$ cat src/rtl/pattern_gate_gen.sv
// -----------------------------------------------------------------------------
// pattern_gate_gen
//
// Clocked, restartable multi-channel toggle pattern source with registered
// gate reductions. Each channel toggles every period_i cycles while a run is
// active; a run ends after run_len cycles (or on abort, or never if
// run_len == 0). OR, NOR and XOR reductions of the channel outputs are
// registered one cycle behind ch_out.
//
// Parameters:
//   CH     number of channels
//   CNT_W  width of each half-period field / channel counter
//   RUN_W  width of the run-length counter
//
// Ports:
//   clk      rising-edge clock
//   rst_n    asynchronous active-low reset
//   start    single-cycle start request, accepted only in IDLE
//   abort    stop the run immediately (wins over start in IDLE)
//   period   packed half-periods, channel i at [i*CNT_W +: CNT_W]
//   run_len  run length in cycles, 0 = free-run until abort
//   ch_out   channel outputs
//   or_out   registered OR of ch_out
//   nor_out  registered NOR of ch_out
//   xor_out  registered XOR (parity) of ch_out
//   busy     high while in RUN
//   done     one-cycle pulse in DONE
// -----------------------------------------------------------------------------
module pattern_gate_gen #(
  parameter int CH    = 4,
  parameter int CNT_W = 8,
  parameter int RUN_W = 16
) (
  input  logic                  clk,
  input  logic                  rst_n,
  input  logic                  start,
  input  logic                  abort,
  input  logic [CH*CNT_W-1:0]   period,
  input  logic [RUN_W-1:0]      run_len,
  output logic [CH-1:0]         ch_out,
  output logic                  or_out,
  output logic                  nor_out,
  output logic                  xor_out,
  output logic                  busy,
  output logic                  done
);

  typedef enum logic [1:0] {
    ST_IDLE = 2'd0,
    ST_RUN  = 2'd1,
    ST_DONE = 2'd2
  } state_e;

  localparam logic [CNT_W-1:0] CNT_ONE = CNT_W'(1);
  localparam logic [RUN_W-1:0] RUN_ONE = RUN_W'(1);

  state_e                     state_q, state_d;
  logic [CH-1:0]              ch_q, ch_d;
  logic [CH-1:0][CNT_W-1:0]   per_q, per_d;
  logic [CH-1:0][CNT_W-1:0]   cnt_q, cnt_d;
  logic [RUN_W-1:0]           run_q, run_d;
  logic                       or_q, nor_q, xor_q;

  // ---------------------------------------------------------------------------
  // Next-state logic
  // ---------------------------------------------------------------------------
  always_comb begin
    // NOTE: every signal gets a default before the case so no path leaves
    // one unassigned, which would otherwise infer a latch.
    state_d = state_q;
    ch_d    = ch_q;
    per_d   = per_q;
    cnt_d   = cnt_q;
    run_d   = run_q;

    unique case (state_q)
      ST_IDLE: begin
        ch_d = '0;
        // abort in the same cycle as start cancels the request
        if (start && !abort) begin
          state_d = ST_RUN;
          per_d   = period;
          cnt_d   = period;
          run_d   = run_len;
        end
      end

      ST_RUN: begin
        if (abort) begin
          // abort overrides both channel toggles and the run-end transition
          state_d = ST_IDLE;
          ch_d    = '0;
        end else begin
          for (int i = 0; i < CH; i++) begin
            if (per_q[i] == '0) begin
              ch_d[i] = 1'b0;
            end else if (cnt_q[i] == CNT_ONE) begin
              // reload at 1 so the counter never passes through 0
              ch_d[i]  = ~ch_q[i];
              cnt_d[i] = per_q[i];
            end else begin
              cnt_d[i] = cnt_q[i] - CNT_ONE;
            end
          end
          // run counter of 0 means free-run: left untouched
          if (run_q != '0) begin
            run_d = run_q - RUN_ONE;
            if (run_q == RUN_ONE) begin
              state_d = ST_DONE;
            end
          end
        end
      end

      ST_DONE: begin
        state_d = ST_IDLE;
        ch_d    = '0;
      end

      default: begin
        state_d = ST_IDLE;
        ch_d    = '0;
      end
    endcase
  end

  // ---------------------------------------------------------------------------
  // State registers
  // ---------------------------------------------------------------------------
  // NOTE: sequential state uses non-blocking assignments so every register
  // samples pre-edge values regardless of statement order.
  always_ff @(posedge clk or negedge rst_n) begin
    if (!rst_n) begin
      state_q <= ST_IDLE;
      ch_q    <= '0;
      // NOTE: the latched periods and counters are a handful of flops, not a
      // RAM, so they are reset to give a fully defined post-reset state.
      per_q   <= '0;
      cnt_q   <= '0;
      run_q   <= '0;
    end else begin
      state_q <= state_d;
      ch_q    <= ch_d;
      per_q   <= per_d;
      cnt_q   <= cnt_d;
      run_q   <= run_d;
    end
  end

  // Gate reductions of the registered channel value: one cycle behind ch_out.
  always_ff @(posedge clk or negedge rst_n) begin
    if (!rst_n) begin
      or_q  <= 1'b0;
      nor_q <= 1'b1;
      xor_q <= 1'b0;
    end else begin
      or_q  <= |ch_q;
      nor_q <= ~|ch_q;
      xor_q <= ^ch_q;
    end
  end

  assign ch_out  = ch_q;
  assign or_out  = or_q;
  assign nor_out = nor_q;
  assign xor_out = xor_q;
  assign busy    = (state_q == ST_RUN);
  assign done    = (state_q == ST_DONE);

endmodule
$ cat config.mk
export PLATFORM = sky130hd
export DESIGN_NAME = pattern_gate_gen
export DESIGN_NICKNAME = d
export VERILOG_FILES = /design/src/rtl/pattern_gate_gen.sv
export SDC_FILE = /design/constraint.sdc
export NUM_CORES = 1
export LEC_CHECK = 0
export CAP_MARGIN = 20
export CORE_ASPECT_RATIO = 0.6
export CORE_MARGIN = 5
export CORE_UTILIZATION = 50
export DETAILED_ROUTE_END_ITERATION = 16
export GPL_TIMING_DRIVEN = 0
export PLACE_DENSITY = 0.83
export SLEW_MARGIN = 5
export SYNTH_ARGS = -nofsm -noshare
export SYNTH_HDL_FRONTEND = slang
export SYNTH_SLANG_ARGS = --single-unit
$ cat constraint.sdc
create_clock -name clk -period 2.4 [get_ports clk]
set_input_delay 0.36 -clock clk [delete_from_list [all_inputs] [get_ports clk]]
set_output_delay 0.36 -clock clk [all_outputs]
set_load 0.03 [all_outputs]
* After elaboration in Yosys (flattened, before gate mapping) *
Index checks and enable logic that the tools add are counted.

word-level totals
  logic and storage cells = 95
  register bits after elaboration = 89
  bits of input ports = 52
  output and inout bits = 9

operators by class
  reduce and logical (&&, ||, !) cells = 19
  mux-type cells = 30
  add/sub/neg operators = 5
  equal/unequal tests = 20
  bitwise logic cells = 4

operators by type and width
  cell                     number
  $mux W32                 2
  $mux W8                  8
  $pmux W32 S2             1
  $mux W16                 3
  $eq A8 B1 Y1 const B     4
  $logic_not A8 Y1         4
  $pmux W16 S2             1
  $sub A8 B1 Y8 const B    4
  $reduce_and A4 Y1        5
  $eq A16 B1 Y1 const B    1
  $ne A4 B2 Y1 const B     4
  $reduce_bool A16 Y1      1
  $sub A16 B1 Y16 const B  1
  $ne A2 B2 Y1 const B     6
  $mux W1                  8
  $mux W2                  4
  $mux W4                  2
  $ne A3 B2 Y1 const B     2
  $not A1 Y1               4
  $pmux W2 S2              1
  $reduce_or A4 Y1         1
  $reduce_xor A4 Y1        1
  $reduce_and A3 Y1        1
  $eq A2 B1 Y1 const B     1
  other kinds (7)          8

* Depth between registers and ports, before layout *
  depth in word-level cells = 5
  gate-level depth with buffers = 8
  depth with buffers taken out = 7

* Worst setup path after synthesis *
No wires, ideal clock.

  path type = register to register
  start = register run_q[3]
  end = register run_q[11]
  required time = 2264 ps
  slack = 464 ps
  period minus slack after synthesis = 1936 ps
  arrival = 1800 ps
  buffers on the path = 2
  setup time = 136 ps
  stages on the path, launching flop included = 7
  cell sequence = dfrtp_1 > buf_6 > or4_4 > or3_1 > buf_6 > o32ai_2 > a21oi_1

between the ends
  word-level cells in the longest chain between the ends = 4
  elaborated cells on any way between the ends = 7
  classes of those cells = add/sub: 1; eq/ne: 1; mux: 3; reduce/logical: 2

RTL lines
  what                    RTL line  text
  start, declared         61        logic [RUN_W-1:0] run_q, run_d;
  start signal, assigned  146       run_q <= run_d;
  $sub A16 B1 Y16         107       run_d = run_q - RUN_ONE;
  $mux W16                106       if (run_q != '0) begin
  $mux W16                89        if (abort) begin
  $pmux W16 S2            76        unique case (state_q)

Parallel ways exist; a longest one is shown, timed or not. The select of a mux whose other input is x is not followed.
A chain may end at the register's enable or synchronous reset.

* Worst setup path after layout *
  start = input abort
  end = register cnt_q[3] (netlist bit)

between the ends
  word-level cells in the longest chain between the ends = 4
  elaborated cells on any way between the ends = 5
  classes of those cells = eq/ne: 2; reduce/logical: 3

RTL lines
  what                           RTL line  text
  start, declared                37        input logic abort,
  $logic_not A1 Y1               80        if (start && !abort) begin
  $logic_and A1 B1 Y1            80
  $ne A2 B2 Y1 (no line)         --
  $reduce_and A4 Y1 (no line) *  --
  end signal, assigned           145       cnt_q <= cnt_d;
  end, declared                  60        logic [CH-1:0][CNT_W-1:0] cnt_q, cnt_d;

Mark *: on every way between the ends. The rest lies on a longest branch, timed or not.

==> flow_summary.json <==
{
  "synthesis.nets": 681,
  "yosysTopAreaCellShare_pct": 42.94,
  "wl_per_cell_um": 18.00,
  "slowest_delay_ns": 0.52,
  "start_util_pct": 51.55,
  "fin_worst_skew_ns": 0.007984,
  "crit_cells": 8,
  "drc_errors": 0,
  "dieArea_sq_um": 12450,
  "port_buffers": 60,
  "async_flop_share_pct": 100.0,
  "cts_root_buf": "clkbuf_16",
  "dp.cells": 813,
  "detail-route-antenna-nets": 0,
  "synth_edf_count": 0,
  "synth-main-ff-cell": "dfrtp_1",
  "cts_sinks": 89,
  "crit_chain": "clkdlybuf4s50_1, nor2_1, o21ai_0, clkbuf_1, a31oi_2, buf_2, nor2_1, a31oi_1",
  "drt_iter0_drc": 508,
  "grt_overflow": 0,
  "path_class": "primary input to flop",
  "clkTransAtPathRegs_ns": 0.07,
  "fmax_mhz": 443.4,
  "crit_buf_inv": 3,
  "vias_per_cell": 6.012,
  "fp-row-count": 28,
  "setup_violations": 0,
  "busiest_layer": "met2",
  "power.leakage_uw": 0.002700,
  "seq_area_sq_um": 2228,
  "vias": 4984,
  "worst-r2r-cell-count": 6,
  "synth_top_area_cell": "dfrtp_1",
  "htreeDepth": 3,
  "end_kind": "flop",
  "grt_pass1_vias": 4639,
  "core_area_sq_um": 9950,
  "startpoint_type": "primary input",
  "min_path_type": "primary input to async pin",
  "diodes": 0,
  "cts_tree": "yes",
  "required_ns": 2.67,
  "crit_family": "buffers and inverters",
  "io_pins": 61,
  "drv_slew": 0,
  "fin_crit_ns": 2.255,
  "fin_area_sq_um": 6311,
  "insertion_delay_ns": 0.35,
  "wl_um": 14920,
  "ys_ff_latch": 89,
  "grt.total_usage_pct": 24.83,
  "die_x_um": 140.8,
  "clockBufferDepth": 2,
  "nFillCells": 802,
  "met1_usage_pct": 35.60,
  "antenna_found_initial": 0,
  "place.gp.congestion": 0.9451,
  "arrival_ns": 2.53,
  "status": "finished clean",
  "nets": 753,
  "startpoint": "abort",
  "netlist_area_sq_um": 5129,
  "dr.pass1.iters": 5,
  "rsz0062_at_grt": "no",
  "synthToLayoutAreaGrowth_pct": 23.05,
  "drive_gt1_share_pct": 8.934,
  "grt_pass1_wl_um": 24270,
  "use_met3_pct": 5.724,
  "peakVddDrop_mv": 0.5341,
  "synthTopCellsByArea": "dfrtp_1, nand2_1, nor2_1",
  "yosysMostFrequentCell": "nand2_1",
  "dpl.hpwl_um": 10730,
  "final_hold_viol_count": 0,
  "post_cts_buffers": 0,
  "yosysSeqAreaShare_pct": 43.45,
  "avgSynthCellArea_sq_um": 8.312,
  "grt_max_degree": 46,
  "placed_area_sq_um": 5923,
  "utilization_pct": 63.43,
  "numCtsBuffers": 9,
  "period_share_pct": 93.97,
  "regToRegStartpoint": "run_q[4]$_DFFE_PN0P_",
  "yosysUniqueCellTypes": 55,
  "max-slew-margin-rel_pct": 48.39,
  "multi_input_area_sq_um": 2684,
  "worst_path_max_delay_cell": "clkdlybuf4s50_1",
  "maxCapViolations": 0,
  "synth_cells": 617,
  "stdcell_count": 829,
  "synth_warnings": 0,
  "cts_hold_buf": 0,
  "crit_path_frequent_cell": "nor2_1",
  "die_h_um": 88.45,
  "synth_common_cells": "nand2_1, dfrtp_1, nor2_1",
  "max_slew.worst_pin.slew_ns": 0.7742,
  "cp_max_fo": 10,
  "grtUsageMet2_pct": 38.06,
  "powerDensity_nw_per_um2": 971.9
}
## cell usage in the layout (no fill, tap or decap), types with 5 or more instances in the layout
cell type,Yosys,routed
a211oi_1,5,5
buf_2,6,7
xnor2_1,18,18
a31oi_1,23,22
ha_1,12,12
clkbuf_1,16,9
clkdlybuf4s50_1,0,58
nor2_1,60,59
clkbuf_16,0,9
inv_1,18,18
o21ai_0,26,26
nor3_1,27,27
or3_1,6,6
nand2b_1,5,5
o211ai_1,14,14
buf_6,5,5
clkbuf_2,0,6
dfrtp_1,88,88
o31ai_1,7,7
nand2_1,153,152
a21oi_1,35,34
nand3_1,10,10
or4_1,5,5
nor4_1,11,11
## flip-flops by register name, indices dropped and copies added, names as in the netlist
name / cells
run_q: 16
cnt_q: 32
nor_out: 1
per_q: 32
xor_out: 1
state_q: 2
ch_out: 4
or_out: 1
## cell type report
cell class	count	area share [%]
buffer	31	2.954
tap	135	2.676
inverter	19	1.170
sequential	89	35.31
clock inverter	7	1.963
clock buffer	9	3.569
timing repair buffer	61	9.833
multi-input combinational	478	42.53
## repair_timing
item	4_1_cts	5_1_grt
gates resized for setup	11	17
hold endpoints to repair	0	0
setup endpoints to repair	32	40
## power breakdown
| part | switching (uW) | internal, uW |
|---|---|---|
| clock network | 637 | 1030 |
| logic | 1120 | 841 |
| registers | 558 | 1950 |
| total | 2310 | 3820 |
## layer usage
layer  vias up  wire length [um]
met1      2353              6517
met2       305              6485
met5         -                 0
li1       2309                 -
met3        17              1735
met4         0               179
## path summary, 6_finish.rpt
check	end	slack [ns]
min in group clk	per_q[21]$_DFFE_PN0P_	0.51
worst min-delay path	cnt_q[4]$_DFFE_PN0P_	0.02
worst max register to register	run_q[5]$_DFFE_PN0P_	0.21
max in group asynchronous	nor_out$_DFF_PN1_	1.70
worst max-delay path	cnt_q[3]$_DFFE_PN0P_	0.14
worst min register to register	per_q[21]$_DFFE_PN0P_	0.51
## worst reg2reg max path: stages (launching register included)
cell and delay [ns]:
dfrtp_1 0.46, or4_4 0.58, nor3_1 0.40, a31o_2 0.25, buf_4 0.18, o21ai_0 0.12, o21ai_0 0.11
## kinds of logic after synthesis
group                      share of synthesized area [%]
AOI/OAI and AO/OA                                  17.30
xor gates and xnor gates                           3.586
adders and majority gates                          2.927
buffers and inverters                              4.611
DFF                                                43.45
muxes                                              1.000
and+or+nand+nor                                    27.13
## metrics by stage
step | hold slack [ns] | TNS, ns | power (uW) | setup slack (ns)
after floorplan | 0.06441 | 0 | 3733 | 0.4640
after global placement | 0.4848 | -221.77 | 4270 | -2.330
after detailed placement | 0.4086 | -18.58 | 4381 | -0.7017
after CTS | 0.03619 | 0 | 6073 | 0.01066
after global routing | 0.06693 | 0 | 6474 | 0.04787
final | 0.01761 | 0 | 6134 | 0.1447
No activity file was read; power rests on OpenSTA's default activity.
